File: src/rtl/regfile_pkg.sv
// regfile_pkg: shared types and default sizing for the register-file
// write sequencer and its arbiter.
//   - state_t   : sequencer FSM states
//   - DEF_*     : default parameter values
//   - REQ_A/B   : requester index encoding used by the last-grant pointer
package regfile_pkg;

   typedef enum logic {ST_INIT = 1'b0, ST_RUN = 1'b1} state_t;

   localparam int DEF_DATA_W   = 8;
   localparam int DEF_ADDR_W   = 3;
   localparam int DEF_NUM_REGS = 8;

   localparam logic REQ_A = 1'b0;
   localparam logic REQ_B = 1'b1;

endpackage

File: src/rtl/regfile_write_sequencer_rr_arbiter2.sv
// rr_arbiter2: combinational two-way round-robin grant.
// Ports:
//   a_valid, b_valid : requests
//   last_grant       : requester granted most recently (REQ_A / REQ_B)
//   enable           : grants are suppressed when low
//   grant_a, grant_b : one-hot (or zero) grant
// The last-grant register lives in the parent.
module rr_arbiter2
   import regfile_pkg::*;
(
   input  logic a_valid,
   input  logic b_valid,
   input  logic last_grant,
   input  logic enable,
   output logic grant_a,
   output logic grant_b
);

   // On contention the requester not granted last wins.
   logic a_wins;
   assign a_wins  = a_valid & (~b_valid | (last_grant == REQ_B));

   assign grant_a = enable & a_wins;
   assign grant_b = enable & b_valid & ~a_wins;

endmodule

File: src/rtl/regfile_write_sequencer.sv
// regfile_write_sequencer: owns the register file's single write port.
// After reset (or Init_Start in RUN) it writes reg i <= i for all regs,
// then arbitrates writes from requesters A and B round-robin.
// Ports:
//   Clk, Reset (async, active-low)
//   Init_Start                       : request re-initialisation (RUN only)
//   A_Valid/A_Reg/A_Data, A_Ready    : requester A handshake
//   B_Valid/B_Reg/B_Data, B_Ready    : requester B handshake
//   RegWrite/Write_Reg_Num/Write_Data: registered register-file write port
//   Init_Busy                        : high while initialising
module regfile_write_sequencer
   import regfile_pkg::*;
#(
   parameter int DATA_W   = DEF_DATA_W,
   parameter int ADDR_W   = DEF_ADDR_W,
   parameter int NUM_REGS = DEF_NUM_REGS
) (
   input  logic              Clk,
   input  logic              Reset,
   input  logic              Init_Start,
   input  logic              A_Valid,
   input  logic [ADDR_W-1:0] A_Reg,
   input  logic [DATA_W-1:0] A_Data,
   output logic              A_Ready,
   input  logic              B_Valid,
   input  logic [ADDR_W-1:0] B_Reg,
   input  logic [DATA_W-1:0] B_Data,
   output logic              B_Ready,
   output logic              RegWrite,
   output logic [ADDR_W-1:0] Write_Reg_Num,
   output logic [DATA_W-1:0] Write_Data,
   output logic              Init_Busy
);

   localparam logic [ADDR_W-1:0] LAST_REG = ADDR_W'(NUM_REGS - 1);

   state_t            state;
   logic [ADDR_W-1:0] cnt;
   logic              last_grant;
   logic              grant_a, grant_b;
   logic              arb_en;

   // An Init_Start in RUN blocks acceptance so no write is lost to INIT.
   assign arb_en    = (state == ST_RUN) & ~Init_Start;
   assign Init_Busy = (state == ST_INIT);
   assign A_Ready   = grant_a;
   assign B_Ready   = grant_b;

   rr_arbiter2 u_arb (
      .a_valid    (A_Valid),
      .b_valid    (B_Valid),
      .last_grant (last_grant),
      .enable     (arb_en),
      .grant_a    (grant_a),
      .grant_b    (grant_b)
   );

   always_ff @(posedge Clk or negedge Reset) begin
      if (!Reset) begin
         state         <= ST_INIT;
         cnt           <= '0;
         last_grant    <= REQ_B;
         RegWrite      <= 1'b0;
         Write_Reg_Num <= '0;
         Write_Data    <= '0;
      end else begin
         case (state)
            ST_INIT: begin
               RegWrite      <= 1'b1;
               Write_Reg_Num <= cnt;
               Write_Data    <= DATA_W'(cnt);
               if (cnt == LAST_REG) begin
                  state <= ST_RUN;
                  cnt   <= '0;
               end else begin
                  cnt <= cnt + 1'b1;
               end
            end
            ST_RUN: begin
               if (Init_Start) begin
                  state    <= ST_INIT;
                  cnt      <= '0;
                  RegWrite <= 1'b0;
               end else if (grant_a & A_Valid) begin
                  RegWrite      <= 1'b1;
                  Write_Reg_Num <= A_Reg;
                  Write_Data    <= A_Data;
                  last_grant    <= REQ_A;
               end else if (grant_b & B_Valid) begin
                  RegWrite      <= 1'b1;
                  Write_Reg_Num <= B_Reg;
                  Write_Data    <= B_Data;
                  last_grant    <= REQ_B;
               end else begin
                  // Address/data hold; only the strobe drops.
                  RegWrite <= 1'b0;
               end
            end
            default: state <= ST_INIT;
         endcase
      end
   end

endmodule

File: config.mk
export PLATFORM = sky130hd
export DESIGN_NAME = regfile_write_sequencer
export DESIGN_NICKNAME = d
export VERILOG_FILES = /design/src/rtl/regfile_pkg.sv /design/src/rtl/regfile_write_sequencer_rr_arbiter2.sv /design/src/rtl/regfile_write_sequencer.sv
export SDC_FILE = /design/constraint.sdc
export NUM_CORES = 1
export LEC_CHECK = 0
export CAP_MARGIN = 25
export CORE_ASPECT_RATIO = 1.4
export CORE_MARGIN = 3
export CORE_UTILIZATION = 42
export DETAILED_ROUTE_END_ITERATION = 10
export GPL_ROUTABILITY_DRIVEN = 0
export PLACE_DENSITY_LB_ADDON = 0.08
export SYNTH_ARGS = -nofsm -noshare
export SYNTH_HDL_FRONTEND = slang
export SYNTH_SLANG_ARGS = --single-unit
File: constraint.sdc
create_clock -name Clk -period 2.5 [get_ports Clk]
set_input_delay 0.5 -clock Clk [delete_from_list [all_inputs] [get_ports Clk]]
set_output_delay 0.5 -clock Clk [all_outputs]
set_load 0.005 [all_outputs]
* Word-level counts from Yosys, hierarchy flattened *
Index checks and enable logic that the tools add are counted.

word-level totals
  flip-flop bits (word level) = 17
  input port bits = 27
  logic and storage cells = 46

operators by class
  $add $sub $neg = 1
  eq/ne operators = 4
  muxes and demuxes = 20
  bitwise gates (word level) = 12
  reduce and logical (&&, ||, !) cells = 3

operator list
  operator                                                number
  2-to-1 mux 8 bit                                        3
  case mux 8 bit (2 select lines)                         1
  2-to-1 mux 3 bit                                        5
  case mux 3 bit (2 select lines)                         2
  AND 1 bit                                               7
  2-to-1 mux 1 bit                                        7
  inequality test 2 bit (second input constant)           2
  NOT 1 bit                                               4
  case mux 1 bit (2 select lines)                         2
  adder 3 x 1 -> 3 bit (second input constant)            1
  equality test 3 bit (second input constant)             1
  inequality test 3 x 1 -> 1 bit (second input constant)  1
  AND reduction 3 bit                                     1
  AND reduction 2 bit                                     1
  nonzero test 2 bit                                      1
  bitwise OR 1 bit                                        1

* Longest topological paths before layout *
  word-level depth = 10
  gate-level depth with buffers = 6

* By module *
Synthesis repeated with hierarchy kept, for this count alone.

unflattened totals
  cells, all modules = 68
  area total of the unflattened synthesis = 849.6 sq um

by module, submodules not included
  module                   instances  cells an instance  area each (sq um)  seq. area each (sq um)
  regfile_write_sequencer  1          63                 828.3              426.7
  rr_arbiter2              1          5                  21.3               0.0

* Worst setup path before layout *
OpenSTA, ideal clock, no wires.

  kind = input to output
  start = input Init_Start
  end = output B_Ready
  arrival = 953 ps
  setup slack = 1,047 ps
  stages on the path = 4
  path buffers = 1
  cell sequence = nor2b_4 > buf_6 > nand2_1 > a21oi_2

on the way
  word-level cells in the longest chain between the ends = 4

ends and longest elaborated chain
  what                        RTL line                                   RTL
  start: declaration          regfile_write_sequencer.sv:20              input logic Init_Start,
  NOT 1 bit (no source line)  --
  AND 1 bit                   regfile_write_sequencer.sv:44              assign arb_en = (state == ST_RUN) & ~Init_Start;
  AND 1 bit (2 in series)     regfile_write_sequencer_rr_arbiter2.sv:24  assign grant_b = enable & b_valid & ~a_wins;
  end: declaration            regfile_write_sequencer.sv:28              output logic B_Ready,

Every way passes these cells.

* Worst setup path in the final report *
  start = input B_Valid
  end = output A_Ready

on the way
  word-level cells in the longest chain between the ends = 4

ends and longest elaborated chain
  what                RTL line                                   RTL
  start: declaration  regfile_write_sequencer.sv:25              input logic B_Valid,
  NOT 1 bit           regfile_write_sequencer_rr_arbiter2.sv:21  assign a_wins = a_valid & (~b_valid | (last_grant == REQ_B));
  bitwise OR 1 bit    regfile_write_sequencer_rr_arbiter2.sv:21
  AND 1 bit           regfile_write_sequencer_rr_arbiter2.sv:21
  AND 1 bit           regfile_write_sequencer_rr_arbiter2.sv:23  assign grant_a = enable & a_wins;
  end: declaration    regfile_write_sequencer.sv:24              output logic A_Ready,

Every way passes these cells.

==> impl_metrics.py <==
metrics = {
    "status": {
        "status": "finished, final reports clean",
    },
    "setup_path": {
        "cp_data_required_time_ns": 2.00,
        "cp_slowest_cell": "sky130_fd_sc_hd__clkdlybuf4s50_1",
        "timing.critical_path.to_type": "primary output",
        "critical_path.n_buffers_inverters": 3,
        "cp_max_fo": 7,
        "critical-path-top-delay-family": "buffers and inverters",
        "critPathMostFrequentCell": "sky130_fd_sc_hd__clkdlybuf4s50_1",
        "timing_worst_setup_path_type": "in -> out",
        "crit_chain": "clkdlybuf4s50_1 > inv_1 > o211a_4 > clkdlybuf4s50_1",
        "worst-endpoint-arrival_ns": 1.90,
        "worstSetupStartpointType": "input pin",
        "critical-path-max-stage-delay_ns": 0.55,
    },
    "route": {
        "drt_first_pass_iters": 4,
        "vias_per_cell": 5.28,
        "route.detailed.drc": 0,
        "wl_per_cell_um": 14.3,
        "routed_wl_um": 2020,
        "drt.antenna.violating_nets": 0,
        "iter_0_drt_violations": 8,
        "route.vias.total": 744,
    },
    "pwr": {
        "clock_power_share": 0.130,
        "power_density_mw_per_mm2": 840,
        "leakagePower_nw": 0.619,
        "power.switching_fraction": 0.315,
        "peakVddDrop_uv": 577,
        "internal-power_uw": 767,
        "power.share.combinational": 0.464,
        "power.switching_uw": 352,
        "seq_power_share": 0.407,
    },
    "clock_network": {
        "cts_max_path_buffers": 2,
        "insertion_delay_ns": 0.28,
        "ctsHtreeMaxLevel": 1,
        "cts_made_buffers": 3,
        "clock_pin_transition_on_the_worst_setup_and_hold_timing_paths_ns": 0.09,
        "cts_hold_repair.buffers": 0,
        "post_cts.resized_instances": 0,
        "cts_tree": "done",
        "post_cts_buffers": 0,
        "numClockSinks": 17,
        "cts_root_buffer": "sky130_fd_sc_hd__clkbuf_4",
    },
    "yosys": {
        "synth.largest_area_cell": "sky130_fd_sc_hd__dfrtp_1",
        "post_synthesis_sequential_element_count": 17,
        "synth_fp_nets": 102,
        "synth_sequential_area_ratio": 0.496,
        "synth_edf_count": 0,
        "synthMostInstantiatedCell": "sky130_fd_sc_hd__dfrtp_1",
        "synth_commonest_cells": "16 x sky130_fd_sc_hd__dfrtp_1, 8 x sky130_fd_sc_hd__a21oi_1, 6 x sky130_fd_sc_hd__mux2i_1, 6 x sky130_fd_sc_hd__o21ai_0",
        "syn-mean-instance-area_um2": 11.8,
        "synthDominantCellAreaShare": 0.466,
        "synth.yosys.warnings": 0,
        "post_synth_main_area_contributors": "sky130_fd_sc_hd__dfrtp_1 47%, sky130_fd_sc_hd__mux2i_1 7.0%, sky130_fd_sc_hd__a21oi_1 4.7%",
        "synth_area_um2": 860,
        "synth.distinct_cells": 24,
        "synth_top_flop_cell": "sky130_fd_sc_hd__dfrtp_1",
        "asyncSetResetFlopFracSynth": 1.00,
        "number_of_cells_produced_by_synthesis": 73,
    },
    "min_path": {
        "timing.hold.worst.class": "reg -> reg",
    },
    "global_routing": {
        "gr-usage-all-layers": 0.185,
        "number_of_global_route_vias_before_repair": 815,
        "grt_pass1_wl_um": 3610,
        "global_route.overflow_total": 0,
        "number_of_antenna_violations_at_the_first_check_in_global_routing": 0,
        "largest_net_degree_at_the_start_of_global_routing": 18,
    },
    "sta": {
        "setup_viol": 0,
        "finalHoldViolCount": 0,
        "max_clock_freq_ghz": 0.417,
        "worst_slew_pin_slew_ns": 0.763,
        "timing.final.crit_period_ns": 2.40,
        "pins_over_their_slew_limit": 0,
        "max-slew-margin-rel": 0.489,
        "fin_tns_setup_ns": 0,
        "rsz_0062_raised_after_global_routing": "no",
        "clock_skew_ns": 0.00319,
        "period_share": 0.959,
    },
    "floorplan": {
        "top_level_ports": 42,
        "die_w_um": 44.2,
        "num_rows": 18,
        "initial_utilization": 0.465,
        "chipHeight_um": 59.5,
        "die_area_mm2": 0.00263,
        "core_area_mm2": 0.00185,
    },
    "finish": {
        "final_area_mm2": 0.00133,
        "fillCellCount": 156,
        "antenna_diode_count": 0,
        "area_growth_pct": 55.0,
        "fin_nets": 151,
        "drive_above_1_share": 0.174,
    },
    "flow_run": {
        "timing.max_cap.violations": 0,
    },
    "placement": {
        "io_buffer_count": 41,
        "detailed_place.area_mm2": 0.00131,
        "dp.final_hpwl_um": 1610,
    },
}
-- worst paths after layout --
path / cells after the start / to / start / slack [ns]
max: 4 / A_Ready / B_Valid / 0.10
min reg2reg: 2 / Write_Reg_Num[1]$_DFFE_PN0P_ / Write_Reg_Num[1]$_DFFE_PN0P_ / 0.50
min: 2 / Write_Reg_Num[1]$_DFFE_PN0P_ / Write_Reg_Num[1]$_DFFE_PN0P_ / 0.50
min in group asynchronous: 1 / state$_DFF_PN0_ / Reset / 0.65
max reg2reg: 5 / Write_Data[7]$_DFFE_PN0P_ / state$_DFF_PN0_ / 1.20
max in group asynchronous: 1 / Write_Data[7]$_DFFE_PN0P_ / Reset / 1.37
-- flip-flops by register name, summed over array words and instances, names as in the netlist --
name           flops
RegWrite           1
Write_Reg_Num      3
Write_Data         8
cnt                3
last_grant         1
state              1
-- layout by cell type (no fill, tap or decap) --
master / instances
sky130_fd_sc_hd__a211oi_1: 1
sky130_fd_sc_hd__a21o_1: 4
sky130_fd_sc_hd__a21oi_1: 8
sky130_fd_sc_hd__a21oi_2: 1
sky130_fd_sc_hd__a22o_1: 4
sky130_fd_sc_hd__a22o_2: 2
sky130_fd_sc_hd__and2b_2: 3
sky130_fd_sc_hd__and3_2: 1
sky130_fd_sc_hd__buf_4: 6
sky130_fd_sc_hd__clkbuf_1: 1
sky130_fd_sc_hd__clkbuf_4: 3
sky130_fd_sc_hd__clkdlybuf4s50_1: 41
sky130_fd_sc_hd__dfrtp_1: 16
sky130_fd_sc_hd__dfstp_2: 1
sky130_fd_sc_hd__ha_1: 2
sky130_fd_sc_hd__inv_1: 3
sky130_fd_sc_hd__mux2_2: 1
sky130_fd_sc_hd__mux2i_1: 6
sky130_fd_sc_hd__nand2_1: 1
sky130_fd_sc_hd__nor2_1: 4
sky130_fd_sc_hd__nor2b_4: 1
sky130_fd_sc_hd__o211a_4: 1
sky130_fd_sc_hd__o21a_1: 1
sky130_fd_sc_hd__o21ai_0: 6
sky130_fd_sc_hd__o21ai_1: 1
sky130_fd_sc_hd__o21ai_4: 1
sky130_fd_sc_hd__o31ai_1: 1
-- tightest hold or removal path: cells and delay by family (launching register included) --
kind | cells | cell delay, ns
flip-flops | 1 | 0.35
AO/OA/AOI/OAI | 2 | 0.12
-- power groups by stage --
stage	clock network, mW	logic (mW)	registers [mW]
after floorplan	0	0.280	0.454
after global placement	0	0.511	0.457
after detailed placement	0	0.524	0.461
after CTS	0.153	0.529	0.456
after global routing	0.171	0.573	0.469
final	0.145	0.519	0.455
-- stage by stage --
stage	total power, mW	hold slack [ns]	setup slack [ns]	instances	utilization
global route	1.21	0.545	0.0421	141	0.722
floorplan	0.735	0.204	1.05	73	-
finish	1.12	0.503	0.103	141	0.722
CTS	1.14	0.506	0.102	141	0.722
detailed placement	0.985	0.483	0.111	137	0.707
global placement	0.968	0.475	0.139	137	0.707
-- layer usage --
| layer | global-route usage | wire [µm] |
|---|---|---|
| met3 | 0.0426 | 157 |
| met5 | 0 | 0 |
| met2 | 0.315 | 1040 |
| met4 | 0.0647 | 13 |
| met1 | 0.225 | 815 |
-- layout make-up --
cell class              instances  area [µm²]  share of cell area
repair buffers                 47         455               0.342
flip-flops and latches         17         427               0.320
well taps                      20        25.0              0.0188
multi-input cells              50         388               0.291
clock buffers                   4        26.3              0.0197
inverters                       3        11.3             0.00845
-- logic make-up after synthesis --
group,after synthesis,synth area share
simple gates,10,0.0771
fa+ha+maj,2,0.0291
flops,17,0.496
buf+inv,6,0.0524
mux,7,0.0830
compound gates,31,0.262
(Power assumes the default switching activity.)
